==> src/rtl/stencil_rect_fill_pkg.sv <==
`default_nettype none
// ============================================================================
// stencil_rect_fill_pkg : shared VRAM geometry, fill FSM states and helpers.
// Revision: 1.0
// ============================================================================
package stencil_rect_fill_pkg;

  localparam int VRAM_WIDTH  = 1024;
  localparam int VRAM_HEIGHT = 512;
  localparam int BLOCK_WIDTH = 16;

  localparam int XBLK_BITS = $clog2(VRAM_WIDTH / BLOCK_WIDTH);
  localparam int Y_BITS    = $clog2(VRAM_HEIGHT);
  localparam int ADR_BITS  = Y_BITS + XBLK_BITS;

  typedef enum logic [1:0] {
    ST_IDLE  = 2'd0,
    ST_SETUP = 2'd1,
    ST_WRITE = 2'd2,
    ST_DONE  = 2'd3
  } fillState_t;

  // A row that fits in one block needs both edges trimmed.
  function automatic logic [BLOCK_WIDTH-1:0] rowStartMask(
    input logic [6:0]             bpr,
    input logic [BLOCK_WIDTH-1:0] firstMask,
    input logic [BLOCK_WIDTH-1:0] lastMask
  );
    return (bpr == 7'd1) ? (firstMask & lastMask) : firstMask;
  endfunction

endpackage
`default_nettype wire

==> src/rtl/stencil_rect_fill_edge_mask.sv <==
`default_nettype none
// ============================================================================
// stencil_edge_mask : 16-bit mask with bits startBit..endBit (inclusive) set.
// Revision: 1.0
// ============================================================================
module stencil_edge_mask
  import stencil_rect_fill_pkg::*;
(
  input  logic [3:0]             startBit,
  input  logic [3:0]             endBit,
  output logic [BLOCK_WIDTH-1:0] mask
);

  always_comb begin
    mask = '0;
    for (int n = 0; n < BLOCK_WIDTH; n++) begin
      mask[n] = (5'(n) >= {1'b0, startBit}) && (5'(n) <= {1'b0, endBit});
    end
  end

endmodule
`default_nettype wire

==> src/rtl/stencil_rect_fill.sv <==
`default_nettype none
// ============================================================================
// stencil_rect_fill : walks a rectangle in 16-pixel stencil blocks and issues
//   full-mode masked writes. Optional abort input: STENCIL_RECT_FILL_ABORT_EN.
// Revision: 1.0
// ============================================================================
module stencil_rect_fill
  import stencil_rect_fill_pkg::*;
(
  input  logic                   clk,
  input  logic                   nRst,
  input  logic                   i_start,
  input  logic [9:0]             i_x0,
  input  logic [8:0]             i_y0,
  input  logic [10:0]            i_w,
  input  logic [9:0]             i_h,
  input  logic                   i_value,
  input  logic                   i_hold,
`ifdef STENCIL_RECT_FILL_ABORT_EN
  input  logic                   i_abort,
`endif
  output logic                   o_fullMode,
  output logic                   o_stencilWriteSig,
  output logic [ADR_BITS-1:0]    o_stencilWriteAdr,
  output logic [BLOCK_WIDTH-1:0] o_writeValue16,
  output logic [BLOCK_WIDTH-1:0] o_writeMask16,
  output logic                   o_busy,
  output logic                   o_done
);

  fillState_t             r_state;
  logic                   r_busy;
  logic                   r_done;
  logic                   r_pending;
  logic [ADR_BITS-1:0]    r_adr;
  logic [BLOCK_WIDTH-1:0] r_mask;
  logic [BLOCK_WIDTH-1:0] r_value16;

  logic [9:0]             r_x0;
  logic [8:0]             r_y0;
  logic [10:0]            r_w;
  logic [9:0]             r_h;
  logic                   r_value;

  logic [6:0]             r_bpr;
  logic [BLOCK_WIDTH-1:0] r_firstMask;
  logic [BLOCK_WIDTH-1:0] r_lastMask;
  logic [6:0]             r_blkIdx;
  logic [9:0]             r_rowIdx;

  logic [10:0]            w_span;
  logic [6:0]             w_bpr;
  logic [BLOCK_WIDTH-1:0] w_firstMask;
  logic [BLOCK_WIDTH-1:0] w_lastMask;
  logic                   w_rowEnd;
  logic                   w_nextIsLast;
  logic                   w_fillEnd;
  logic                   w_abort;

`ifdef STENCIL_RECT_FILL_ABORT_EN
  assign w_abort = i_abort;
`else
  assign w_abort = 1'b0;
`endif

  // Offset of the last pixel measured from the first block's left edge.
  assign w_span = {7'd0, r_x0[3:0]} + r_w - 11'd1;
  assign w_bpr  = w_span[10:4] + 7'd1;

  stencil_edge_mask u_firstMask (
    .startBit (r_x0[3:0]),
    .endBit   (4'd15),
    .mask     (w_firstMask)
  );

  stencil_edge_mask u_lastMask (
    .startBit (4'd0),
    .endBit   (w_span[3:0]),
    .mask     (w_lastMask)
  );

  assign w_rowEnd     = (r_blkIdx == r_bpr - 7'd1);
  assign w_nextIsLast = (r_blkIdx + 7'd2 == r_bpr);
  assign w_fillEnd    = (r_rowIdx == r_h - 10'd1);

  always_ff @(posedge clk or negedge nRst) begin
    if (!nRst) begin
      r_state     <= ST_IDLE;
      r_busy      <= 1'b0;
      r_done      <= 1'b0;
      r_pending   <= 1'b0;
      r_adr       <= '0;
      r_mask      <= '0;
      r_value16   <= '0;
      r_x0        <= '0;
      r_y0        <= '0;
      r_w         <= '0;
      r_h         <= '0;
      r_value     <= 1'b0;
      r_bpr       <= '0;
      r_firstMask <= '0;
      r_lastMask  <= '0;
      r_blkIdx    <= '0;
      r_rowIdx    <= '0;
    end else begin
      r_done <= 1'b0;
      case (r_state)
        ST_IDLE: begin
          if (i_start) begin
            r_x0    <= i_x0;
            r_y0    <= i_y0;
            r_w     <= i_w;
            r_h     <= i_h;
            r_value <= i_value;
            r_busy  <= 1'b1;
            r_state <= ST_SETUP;
          end
        end
        ST_SETUP: begin
          if (w_abort) begin
            r_busy  <= 1'b0;
            r_done  <= 1'b1;
            r_state <= ST_DONE;
          end else if (!i_hold) begin
            r_bpr       <= w_bpr;
            r_firstMask <= w_firstMask;
            r_lastMask  <= w_lastMask;
            r_blkIdx    <= '0;
            r_rowIdx    <= '0;
            r_adr       <= {r_y0, r_x0[9:4]};
            r_mask      <= rowStartMask(w_bpr, w_firstMask, w_lastMask);
            r_value16   <= {BLOCK_WIDTH{r_value}};
            r_pending   <= 1'b1;
            r_state     <= ST_WRITE;
          end
        end
        ST_WRITE: begin
          if (w_abort) begin
            r_pending <= 1'b0;
            r_busy    <= 1'b0;
            r_done    <= 1'b1;
            r_state   <= ST_DONE;
          end else if (!i_hold) begin
            if (!w_rowEnd) begin
              r_blkIdx                <= r_blkIdx + 7'd1;
              r_adr[XBLK_BITS-1:0]    <= r_adr[XBLK_BITS-1:0] + 6'd1;
              r_mask                  <= w_nextIsLast ? r_lastMask : {BLOCK_WIDTH{1'b1}};
            end else if (w_fillEnd) begin
              r_pending <= 1'b0;
              r_busy    <= 1'b0;
              r_done    <= 1'b1;
              r_state   <= ST_DONE;
            end else begin
              // Next row: y wraps at the VRAM height, x restarts at x0's block.
              r_rowIdx <= r_rowIdx + 10'd1;
              r_blkIdx <= '0;
              r_adr    <= {r_adr[ADR_BITS-1:XBLK_BITS] + 9'd1, r_x0[9:4]};
              r_mask   <= rowStartMask(r_bpr, r_firstMask, r_lastMask);
            end
          end
        end
        ST_DONE: begin
          r_state <= ST_IDLE;
        end
        default: begin
          r_state <= ST_IDLE;
        end
      endcase
    end
  end

  assign o_fullMode        = r_busy;
  assign o_busy            = r_busy;
  assign o_done            = r_done;
  assign o_stencilWriteSig = r_pending & ~i_hold;
  assign o_stencilWriteAdr = r_adr;
  assign o_writeValue16    = r_value16;
  assign o_writeMask16     = r_mask;

endmodule
`default_nettype wire
==> config.mk <==
export PLATFORM = sky130hd
export DESIGN_NAME = stencil_rect_fill
export DESIGN_NICKNAME = d
export VERILOG_FILES = /design/src/rtl/stencil_rect_fill_pkg.sv /design/src/rtl/stencil_rect_fill_edge_mask.sv /design/src/rtl/stencil_rect_fill.sv
export SDC_FILE = /design/constraint.sdc
export NUM_CORES = 1
export LEC_CHECK = 0
export ABC_CLOCK_PERIOD_IN_PS = 6700
export CORE_MARGIN = 2
export CORE_UTILIZATION = 51
export DETAILED_ROUTE_END_ITERATION = 6
export PLACE_DENSITY_LB_ADDON = 0.05
export SYNTH_ARGS = -nofsm -noshare
export SYNTH_HDL_FRONTEND = slang
export SYNTH_SLANG_ARGS = --single-unit
==> constraint.sdc <==
create_clock -name clk -period 6.7 [get_ports clk]
set_input_delay 0.67 -clock clk [delete_from_list [all_inputs] [get_ports clk]]
set_output_delay 0.67 -clock clk [all_outputs]
set_load 0.02 [all_outputs]
==> results of run 1 <==
## report_power, final
group	switching (W)	internal [W]	total [W]	leakage (nW)
Combinational	0.00203	0.00140	0.00343	2.15
Clock	0.000355	0.000518	0.000873	0.262
Sequential	0.000348	0.00116	0.00151	1.62
## placed cells by master, fill, tap and decap left out, drive strengths merged, types with 5 or more instances in the layout
| cell type | instances |
|---|---|
| buf | 8 |
| a31oi | 14 |
| nor2b | 6 |
| o221ai | 14 |
| xor2 | 15 |
| o21a | 5 |
| nand2 | 102 |
| and3 | 14 |
| clkdlybuf4s50 | 94 |
| xnor2 | 22 |
| o21ai | 62 |
| a21oi | 32 |
| o211ai | 9 |
| nand2b | 11 |
| nor3b | 5 |
| nor3 | 20 |
| nand4 | 5 |
| o2111ai | 8 |
| clkbuf | 20 |
| clkinv | 7 |
| nor2 | 48 |
| mux2 | 48 |
| nand3 | 17 |
| o31a | 5 |
| or4 | 10 |
| o31ai | 10 |
| dfrtp | 133 |
| and2 | 8 |
| or3 | 10 |
| nand4b | 5 |
| ha | 27 |
| inv | 38 |
## stage by stage
stage	power, W	area, um2	hold WS, ns	setup WS [ns]
after global routing	0.00626	9430	0.251	1.85
after CTS	0.00581	9430	0.234	2.17
final	0.00581	9430	0.213	2.15
after detailed placement	0.00492	8870	0.462	2.20
after global placement	0.00481	8870	0.444	2.37
after floorplan	0.00399	7950	0.374	2.59
## cells by family after synthesis
family,synth area share
buf+inv,0.0582
simple gates,0.184
compound gates,0.179
fa+ha+maj,0.0450
flops,0.418
xor+xnor,0.0436
mux,0.0717
## registers in the layout, indices dropped and copies added (netlist names), 2 cells and up
name	cells
r_x0	10
r_w	11
r_y0	9
r_blkIdx	7
o_stencilWriteAdr	15
r_firstMask	15
r_bpr	7
r_rowIdx	10
o_writeMask16	16
r_h	10
r_state	2
r_lastMask	16
## final timing paths
kind / slack, ns / from / cells after the start / to
max in group asynchronous: 4.81 / nRst / 3 / r_rowIdx[6]
worst max-delay path: 2.15 / r_x0[1] / 16 / o_writeMask16[4]
worst min-delay path: 0.21 / nRst / 1 / r_h[2]
worst min register to register: 0.48 / r_value / 2 / o_writeValue16[0]
min in group clk: 0.48 / r_value / 2 / o_writeValue16[0]
worst max register to register: 2.15 / r_x0[1] / 16 / o_writeMask16[4]
## final cells by class
type,instances,area (um2),area share
Timing Repair Buffer,102,1000,0.106
Tap cell,188,235,0.0250
Inverter,38,143,0.0151
Sequential cell,133,3330,0.353
Clock inverter,12,106,0.0113
Multi-Input combinational cell,607,4170,0.442
Clock buffer,20,447,0.0474
## routing by layer
metal | vias up | GRT usage | part of all wire
li1 | 3144 | - | -
met4 | 0 | 0.0754 | 0.015
met5 | - | 0 | 0
met2 | 202 | 0.411 | 0.50
met3 | 30 | 0.0511 | 0.055
met1 | 3261 | 0.319 | 0.43
## worst max-delay path, delay by kind of cell (launching register included)
kind | cells | cell delay (ns)
AOI/OAI and AO/OA | 6 | 1.62
adders and majority gates | 4 | 1.24
and+or+nand+nor | 2 | 0.74
DFF | 1 | 0.49
buffers and inverters | 3 | 0.25
xor gates and xnor gates | 1 | 0.08
==> impl_metrics.env, run 1 <==
export IMPL_cts_max_level=4
export IMPL_grt_overflow=0
export IMPL_antenna_found_initial=0
export IMPL_dp_cells=1068
export IMPL_drive_gt1_frac=0.116
export IMPL_cp_data_arrival_time_ns=4.86
export IMPL_clk_path_buf_depth=2
export IMPL_ys_ff_latch=133
export IMPL_vias=6637
export IMPL_hold_path_class="in2async"
export IMPL_async_flop_share=1.00
export IMPL_place_port_buffers=95
export IMPL_path_cells="inv_1 > ha_1 > inv_1 > ha_1 > fa_1 > a211o_1 > o211ai_1 > and2_1 > ha_1 > inv_1 > a31oi_1 > o211a_1 > xnor2_1 > o31a_1 > or4_1 > a311o_1"
export IMPL_setup_tns_final_ns=0
export IMPL_die_y_um=129
export IMPL_layoutNonFillerInstCount=1100
export IMPL_critical_path_max_fanout=15
export IMPL_period_share=0.680
export IMPL_yosysTopAreaCellShare=0.418
export IMPL_grt_usage=0.245
export IMPL_slew_headroom=0.168
export IMPL_synth_top_area_cell="dfrtp_1"
export IMPL_critical_path_class="reg2reg"
export IMPL_cts_tree="yes"
export IMPL_worstSetupEndpointType="flop"
export IMPL_clock_sinks=133
export IMPL_cap_violations=0
export IMPL_rsz0062_at_grt="no"
export IMPL_grt_start_max_net_pins=56
export IMPL_fill_cells=1255
export IMPL_report_final_slew_viol_count=0
export IMPL_cpPeakStageDelay_ns=0.55
export IMPL_finalNetCount=972
export IMPL_die_x_um=129
export IMPL_grt_pass1_wl_mm=31.9
export IMPL_start_util=0.523
export IMPL_die_area_mm2=0.0166
export IMPL_drt_wirelength_per_cell_um=18.0
export IMPL_worstPathRequired_ns=7.01
export IMPL_cts_repair_resized=0
export IMPL_ys_warn_count=0
export IMPL_synth_cell_type_count=79
export IMPL_place_gp_congestion=0.883
export IMPL_cts_root_buf="clkbuf_16"
export IMPL_wl_mm=19.8
export IMPL_io_pins=96
export IMPL_synth_cells=842
export IMPL_status="complete, no violations"
export IMPL_worst_pin_slew_ns=1.24
export IMPL_synth_edf_count=0
export IMPL_clk_latency_ns=0.42
export IMPL_core_area_mm2=0.0152
export IMPL_drt_iter0_markers=463
export IMPL_postCtsSetupRepairBufs=0
export IMPL_ys_seq_area_frac=0.418
export IMPL_ctsHoldBuffers=0
export IMPL_n_antenna_cell=0
export IMPL_p_per_area_mw_per_mm2=616
export IMPL_synth_fp_nets=915
export IMPL_finalClockSkew_ns=0.00843
export IMPL_cts_buffers=17
export IMPL_synth_flop_cell="dfrtp_1"
export IMPL_dr_pass1_iters=7
export IMPL_post_synth_top_count_cell="dfrtp_1"
export IMPL_clkSlewWorstSetupHoldPaths_ns=0.06
export IMPL_final_min_clock_period_ns=4.55
export IMPL_rows=45
export IMPL_grt_pass1_vias=6356
export IMPL_finalSetupViolations=0
export IMPL_dp_hpwl_mm=13.5
export IMPL_area_delta_synth_final_pct=18.5
export IMPL_irDropWorstVdd_v=0.000489
export IMPL_start_kind="flop"
export IMPL_syn_area_per_cell_um2=9.45
export IMPL_ant_nets=0
export IMPL_leakage_nw=4.03
export IMPL_slowest_stage="or4_1"
export IMPL_final_hold_viol_count=0
export IMPL_via_per_inst=6.03
export IMPL_drc=0
export IMPL_fin_util=0.620
export IMPL_yosys_top_cells_count="dfrtp_1 (133), nand2_1 (102), o21ai_0 (60)"
export IMPL_netlist_area_mm2=0.00795
export IMPL_yosys_top_cells_area="dfrtp_1 (42%), mux2_2 (6.8%), nand2_1 (4.8%), ha_1 (4.2%), o21ai_0 (3.8%)"
export IMPL_fmax_ghz=0.220
Note: power is estimated with default switching activity, not from simulation.
==> run 2, diff against run 1 <==
ABC_CLOCK_PERIOD_IN_PS = 4380   (was 6700)
clock period = 4.38 ns   (was 6.7 ns; I/O delays follow)
==> run 2 against run 1 <==
Count of clock-buffer cells in the layout fell by 2. Critical path depth rose by 1. Largest cell class unchanged. Highest routed layer unchanged. Cell area rose by 0.84%.
==> impl_metrics.env, run 2 (synthesized netlist as in run 1, its figures left out) <==
export IMPL_status="complete, no violations"
export IMPL_grt_start_max_net_pins=69
export IMPL_setup_tns_final_ns=0
export IMPL_period_share=0.954
export IMPL_path_cells="inv_1 > ha_1 > inv_1 > ha_1 > fa_2 > a211o_1 > o211ai_1 > and2_1 > ha_1 > inv_1 > a31oi_1 > o211a_1 > xnor2_1 > o31a_1 > buf_4 > a2111o_1 > a221o_1"
export IMPL_finalClockSkew_ns=0.00877
export IMPL_place_port_buffers=95
export IMPL_worst_pin_slew_ns=1.13
export IMPL_dp_hpwl_mm=14.3
export IMPL_report_final_slew_viol_count=0
export IMPL_rows=45
export IMPL_postCtsSetupRepairBufs=0
export IMPL_grt_overflow=0
export IMPL_fmax_ghz=0.239
export IMPL_area_delta_synth_final_pct=19.5
export IMPL_drc=0
export IMPL_final_hold_viol_count=0
export IMPL_cpPeakStageDelay_ns=0.45
export IMPL_m1WireLength_mm=8.99
export IMPL_cp_buffers_inverters=4
export IMPL_n_antenna_cell=0
export IMPL_io_pins=96
export IMPL_clkSlewWorstSetupHoldPaths_ns=0.06
export IMPL_drt_iter0_markers=627
export IMPL_dr_pass1_iters=5
export IMPL_mostFrequentLayoutCells="dfrtp_1 (133), nand2_1 (101), clkdlybuf4s50_1 (94)"
export IMPL_ant_nets=0
export IMPL_multiInputGateArea_mm2=0.00417
export IMPL_top_layer="met4"
export IMPL_finalNetCount=981
export IMPL_clk_path_buf_depth=2
export IMPL_slowest_stage="dfrtp_1"
export IMPL_cts_tree="yes"
export IMPL_antenna_found_initial=0
export IMPL_final_common_cell="dfrtp_1"
export IMPL_clk_latency_ns=0.42
export IMPL_grt_pass1_wl_mm=34.4
export IMPL_start_kind="flop"
export IMPL_rsz0062_at_grt="no"
export IMPL_worstPathRequired_ns=4.68
export IMPL_hold_path_class="in2async"
export IMPL_critical_path_class="reg2reg"
export IMPL_finalSetupViolations=0
export IMPL_wl_mm=20.6
export IMPL_slew_headroom=0.241
export IMPL_hold_slack_ns=0.128
export IMPL_drt_wirelength_per_cell_um=18.6
export IMPL_place_gp_congestion=0.960
export IMPL_worstSetupEndpointType="flop"
export IMPL_fill_cells=1297
export IMPL_start_util=0.523
export IMPL_ctsHoldBuffers=0
export IMPL_final_min_clock_period_ns=4.18
export IMPL_cts_max_level=4
export IMPL_drive_gt1_frac=0.127
export IMPL_die_y_um=129
export IMPL_via_per_inst=6.05
export IMPL_grt_usage=0.261
export IMPL_grt_pass1_vias=6776
export IMPL_cts_buffers=17
export IMPL_wl_met3_mm=1.14
export IMPL_cp_data_arrival_time_ns=4.48
export IMPL_cap_violations=0
export IMPL_clock_sinks=133
export IMPL_cts_root_buf="clkbuf_16"
export IMPL_die_area_mm2=0.0166
export IMPL_core_area_mm2=0.0152
export IMPL_vias=6700
export IMPL_register_area_mm2=0.00333
export IMPL_critical_path_max_fanout=9
export IMPL_cpLargestDelayFamily="compound AO/OA/AOI/OAI gates"
export IMPL_cts_repair_resized=0
export IMPL_dr_wl_met2_mm=10.2
export IMPL_die_x_um=129
[run 2: path summary, 6_finish.rpt]
check / startpoint / depth (start not counted) / end / slack (ns)
worst max-delay path: r_x0[0] / 17 / o_writeMask16[10] / 0.20
worst min-delay path: nRst / 1 / r_h[1] / 0.13
worst max register to register: r_x0[0] / 17 / o_writeMask16[10] / 0.20
worst min register to register: r_value / 2 / o_writeValue16[0] / 0.46
max in group asynchronous: nRst / 2 / r_w[2] / 3.38
min in group clk: r_value / 2 / o_writeValue16[0] / 0.46
[run 2: final cells by class]
cell class | count | area share
Clock buffer | 18 | 0.0462
Clock inverter | 13 | 0.0116
Inverter | 38 | 0.0150
Multi-Input combinational cell | 607 | 0.439
Sequential cell | 133 | 0.350
Tap cell | 188 | 0.0247
Timing Repair Buffer | 111 | 0.114
[run 2: per-stage QoR]
stage,worst slack [ns],util,area (um2),instances
after CTS,0.156,0.625,9500,1108
after global placement,0.355,0.589,8950,1077
after global routing,0.000115,0.625,9500,1108
after floorplan,0.273,-,7950,842
final,0.202,0.625,9500,1108
after detailed placement,0.190,0.589,8950,1077
[run 2: worst reg2reg max path, stage by stage, from the launching register on]
cell and delay [ns]:
dfrtp_1 0.45, inv_1 0.14, ha_1 0.16, inv_1 0.04, ha_1 0.24, fa_2 0.40, a211o_1 0.28, o211ai_1 0.13
and2_1 0.20, ha_1 0.24, inv_1 0.05, a31oi_1 0.19, o211a_1 0.22, xnor2_1 0.08, o31a_1 0.36, buf_4 0.22
a2111o_1 0.35, a221o_1 0.31
[run 2: metal layers]
metal | vias to the layer above | GRT usage
li1 | 3162 | -
met5 | - | 0
met4 | 0 | 0.0812
met3 | 28 | 0.0536
met2 | 225 | 0.430
met1 | 3285 | 0.349
Power of run 2 is not shown: default switching activity piles up to over one toggle a cycle in this logic, so the estimate is an artifact.
==> run 3, diff against run 2 <==
CORE_UTILIZATION = 54   (was 51)
==> run 3 against run 2 <==
First-iteration DRC count shrank 27%. Non-clock buffer count rose by 2. Clock skew decreased by 0.00098 ns. Final cell count decreased by 0.36%. Flip-flop and latch count unchanged. Hold slack lost 0.033 ns. Via count grew 0.54%. Setup slack lost 0.020 ns.
==> impl_metrics.env, run 3 (synthesized netlist as in run 1, its figures left out) <==
export IMPL_status="complete, no violations"
export IMPL_via_per_inst=6.10
export IMPL_fmax_ghz=0.238
export IMPL_cts_max_level=4
export IMPL_cp_common_cell="inv_1"
export IMPL_clk_latency_ns=0.42
export IMPL_cp_buffers_inverters=3
export IMPL_worst_pin_slew_ns=1.12
export IMPL_rr_endpoint="o_writeMask16[4]"
export IMPL_cap_violations=0
export IMPL_cpPeakStageDelay_ns=0.50
export IMPL_antenna_found_initial=0
export IMPL_reg2reg_setup_slack_ns=0.18
export IMPL_worstPathRequired_ns=4.68
export IMPL_vias=6736
export IMPL_clkSlewWorstSetupHoldPaths_ns=0.06
export IMPL_n_antenna_cell=0
export IMPL_die_area_mm2=0.0157
export IMPL_ant_nets=0
export IMPL_grt_pass1_vias=6724
export IMPL_finalNetCount=983
export IMPL_swShare=0.466
export IMPL_drc=0
export IMPL_io_pins=96
export IMPL_final_min_clock_period_ns=4.20
export IMPL_critical_path_max_fanout=9
export IMPL_path_cells="inv_1 > ha_1 > inv_1 > ha_1 > fa_2 > a211o_1 > o211ai_1 > and2_1 > ha_2 > inv_1 > a31oi_2 > o211a_1 > xnor2_1 > o31a_2 > or4_1 > a311o_1"
export IMPL_clk_path_buf_depth=2
export IMPL_power_total_w=0.00912
export IMPL_fill_cells=1198
export IMPL_finalSetupViolations=0
export IMPL_grt_pass1_wl_mm=34.1
export IMPL_drt_iter0_markers=457
export IMPL_cts_tree="yes"
export IMPL_p_per_area_mw_per_mm2=959
export IMPL_leakage_nw=4.09
export IMPL_clock_power_share=0.146
export IMPL_slew_headroom=0.250
export IMPL_start_kind="flop"
export IMPL_dp_hpwl_mm=14.4
export IMPL_grt_start_max_net_pins=102
export IMPL_p_int_w=0.00487
export IMPL_cts_root_buf="clkbuf_16"
export IMPL_worstSetupEndpointType="flop"
export IMPL_drt_wirelength_per_cell_um=18.8
export IMPL_irDropWorstVdd_v=0.000538
export IMPL_wl_mm=20.8
export IMPL_critical_path_class="reg2reg"
export IMPL_setup_tns_final_ns=0
export IMPL_cts_buffers=17
export IMPL_place_port_buffers=95
export IMPL_report_final_slew_viol_count=0
export IMPL_start_util=0.549
export IMPL_mostFrequentLayoutCells="dfrtp_1 (133), nand2_1 (101), clkdlybuf4s50_1 (94)"
export IMPL_finalClockSkew_ns=0.00779
export IMPL_die_x_um=125
export IMPL_p_comb_frac=0.604
export IMPL_hold_path_class="in2async"
export IMPL_core_area_mm2=0.0145
export IMPL_cp_data_arrival_time_ns=4.49
export IMPL_grt_overflow=0
export IMPL_final_hold_viol_count=0
export IMPL_rr_startpoint="r_x0[1]"
export IMPL_die_y_um=125
export IMPL_final_common_cell="dfrtp_1"
export IMPL_grt_usage=0.270
export IMPL_p_sw_w=0.00425
export IMPL_clock_sinks=133
export IMPL_drive_gt1_frac=0.127
export IMPL_rows=44
export IMPL_area_delta_synth_final_pct=19.5
export IMPL_place_gp_congestion=0.884
export IMPL_slowest_stage="or4_1"
export IMPL_seqPwrFrac=0.250
export IMPL_rr_worst_depth=16
export IMPL_cpLargestDelayFamily="compound AO/OA/AOI/OAI gates"
export IMPL_dr_pass1_iters=5
export IMPL_postCtsSetupRepairBufs=0
export IMPL_period_share=0.958
==> run 3: cell types whose count changed in the layout (fill, tap and decap cells not counted), moves of 2 or more <==
cell,change
buf_4,+2
clkbuf_1,+3
clkbuf_8,+3
clkinvlp_4,-5
==> run 3: power groups by stage <==
stage | logic, W | clock network [W] | registers, W
6_report | 0.00551 | 0.00133 | 0.00228
5_1_grt | 0.00601 | 0.00141 | 0.00237
4_1_cts | 0.00543 | 0.00135 | 0.00228
3_5_place_dp | 0.00540 | 0 | 0.00229
3_3_place_gp | 0.00529 | 0 | 0.00226
2_1_floorplan | 0.00380 | 0 | 0.00230
==> run 3: layout make-up <==
cell class                      count  area (um2)  area share
Timing Repair Buffer              113        1090       0.114
Clock buffer                       24         492      0.0517
Sequential cell                   133        3330       0.350
Clock inverter                      5        50.0     0.00526
Multi-Input combinational cell    607        4180       0.439
Inverter                           38         143      0.0150
Tap cell                          184         230      0.0242
==> run 3: repair_timing <==
item                                   in CTS  in global routing
setup endpoints to repair                   0                  4
endpoints found under the hold margin       0                  0
hold buffers                                0                  0
gates resized for setup                     0                  4
==> run 3: per-stage QoR <==
stage	utilization	setup slack, ns	hold slack, ns	std cells	cell area [um2]
2_1_floorplan	-	0.273	0.142	842	7950
3_3_place_gp	0.618	0.300	0.454	1075	8950
3_5_place_dp	0.618	0.0970	0.459	1075	8950
4_1_cts	0.656	0.0862	0.172	1104	9500
5_1_grt	0.657	-0.00785	0.171	1104	9510
6_report	0.657	0.182	0.0948	1104	9510
==> run 3: per-layer routing <==
layer	up-vias	part of all wire	global-route usage
met5	-	0	0
met4	0	0.021	0.0824
met3	37	0.058	0.0655
met2	257	0.49	0.451
met1	3278	0.43	0.350
li1	3164	-	-
==> run 3: worst max-delay path by stage <==
stage | slack (ns) | cells after the start | start | to
global route | -0.008 | 16 | r_x0[1] | o_writeMask16[4]
detailed placement | 0.1 | 16 | r_x0[1] | o_writeMask16[4]
floorplan | 0.27 | 17 | r_x0[1] | o_writeMask16[4]
finish | 0.18 | 16 | r_x0[1] | o_writeMask16[4]
CTS | 0.09 | 16 | r_x0[1] | o_writeMask16[4]
global placement | 0.30 | 17 | r_x0[1] | o_writeMask16[10]
==> run 3: worst register-to-register path: cells and delay by family (launching register included) <==
| kind | cells | cell delay (ns) |
|---|---|---|
| and+or+nand+nor | 2 | 0.71 |
| AOI/OAI and AO/OA | 6 | 1.56 |
| DFF | 1 | 0.34 |
| buffers and inverters | 3 | 0.19 |
| adders and majority gates | 4 | 1.17 |
| xor gates and xnor gates | 1 | 0.09 |
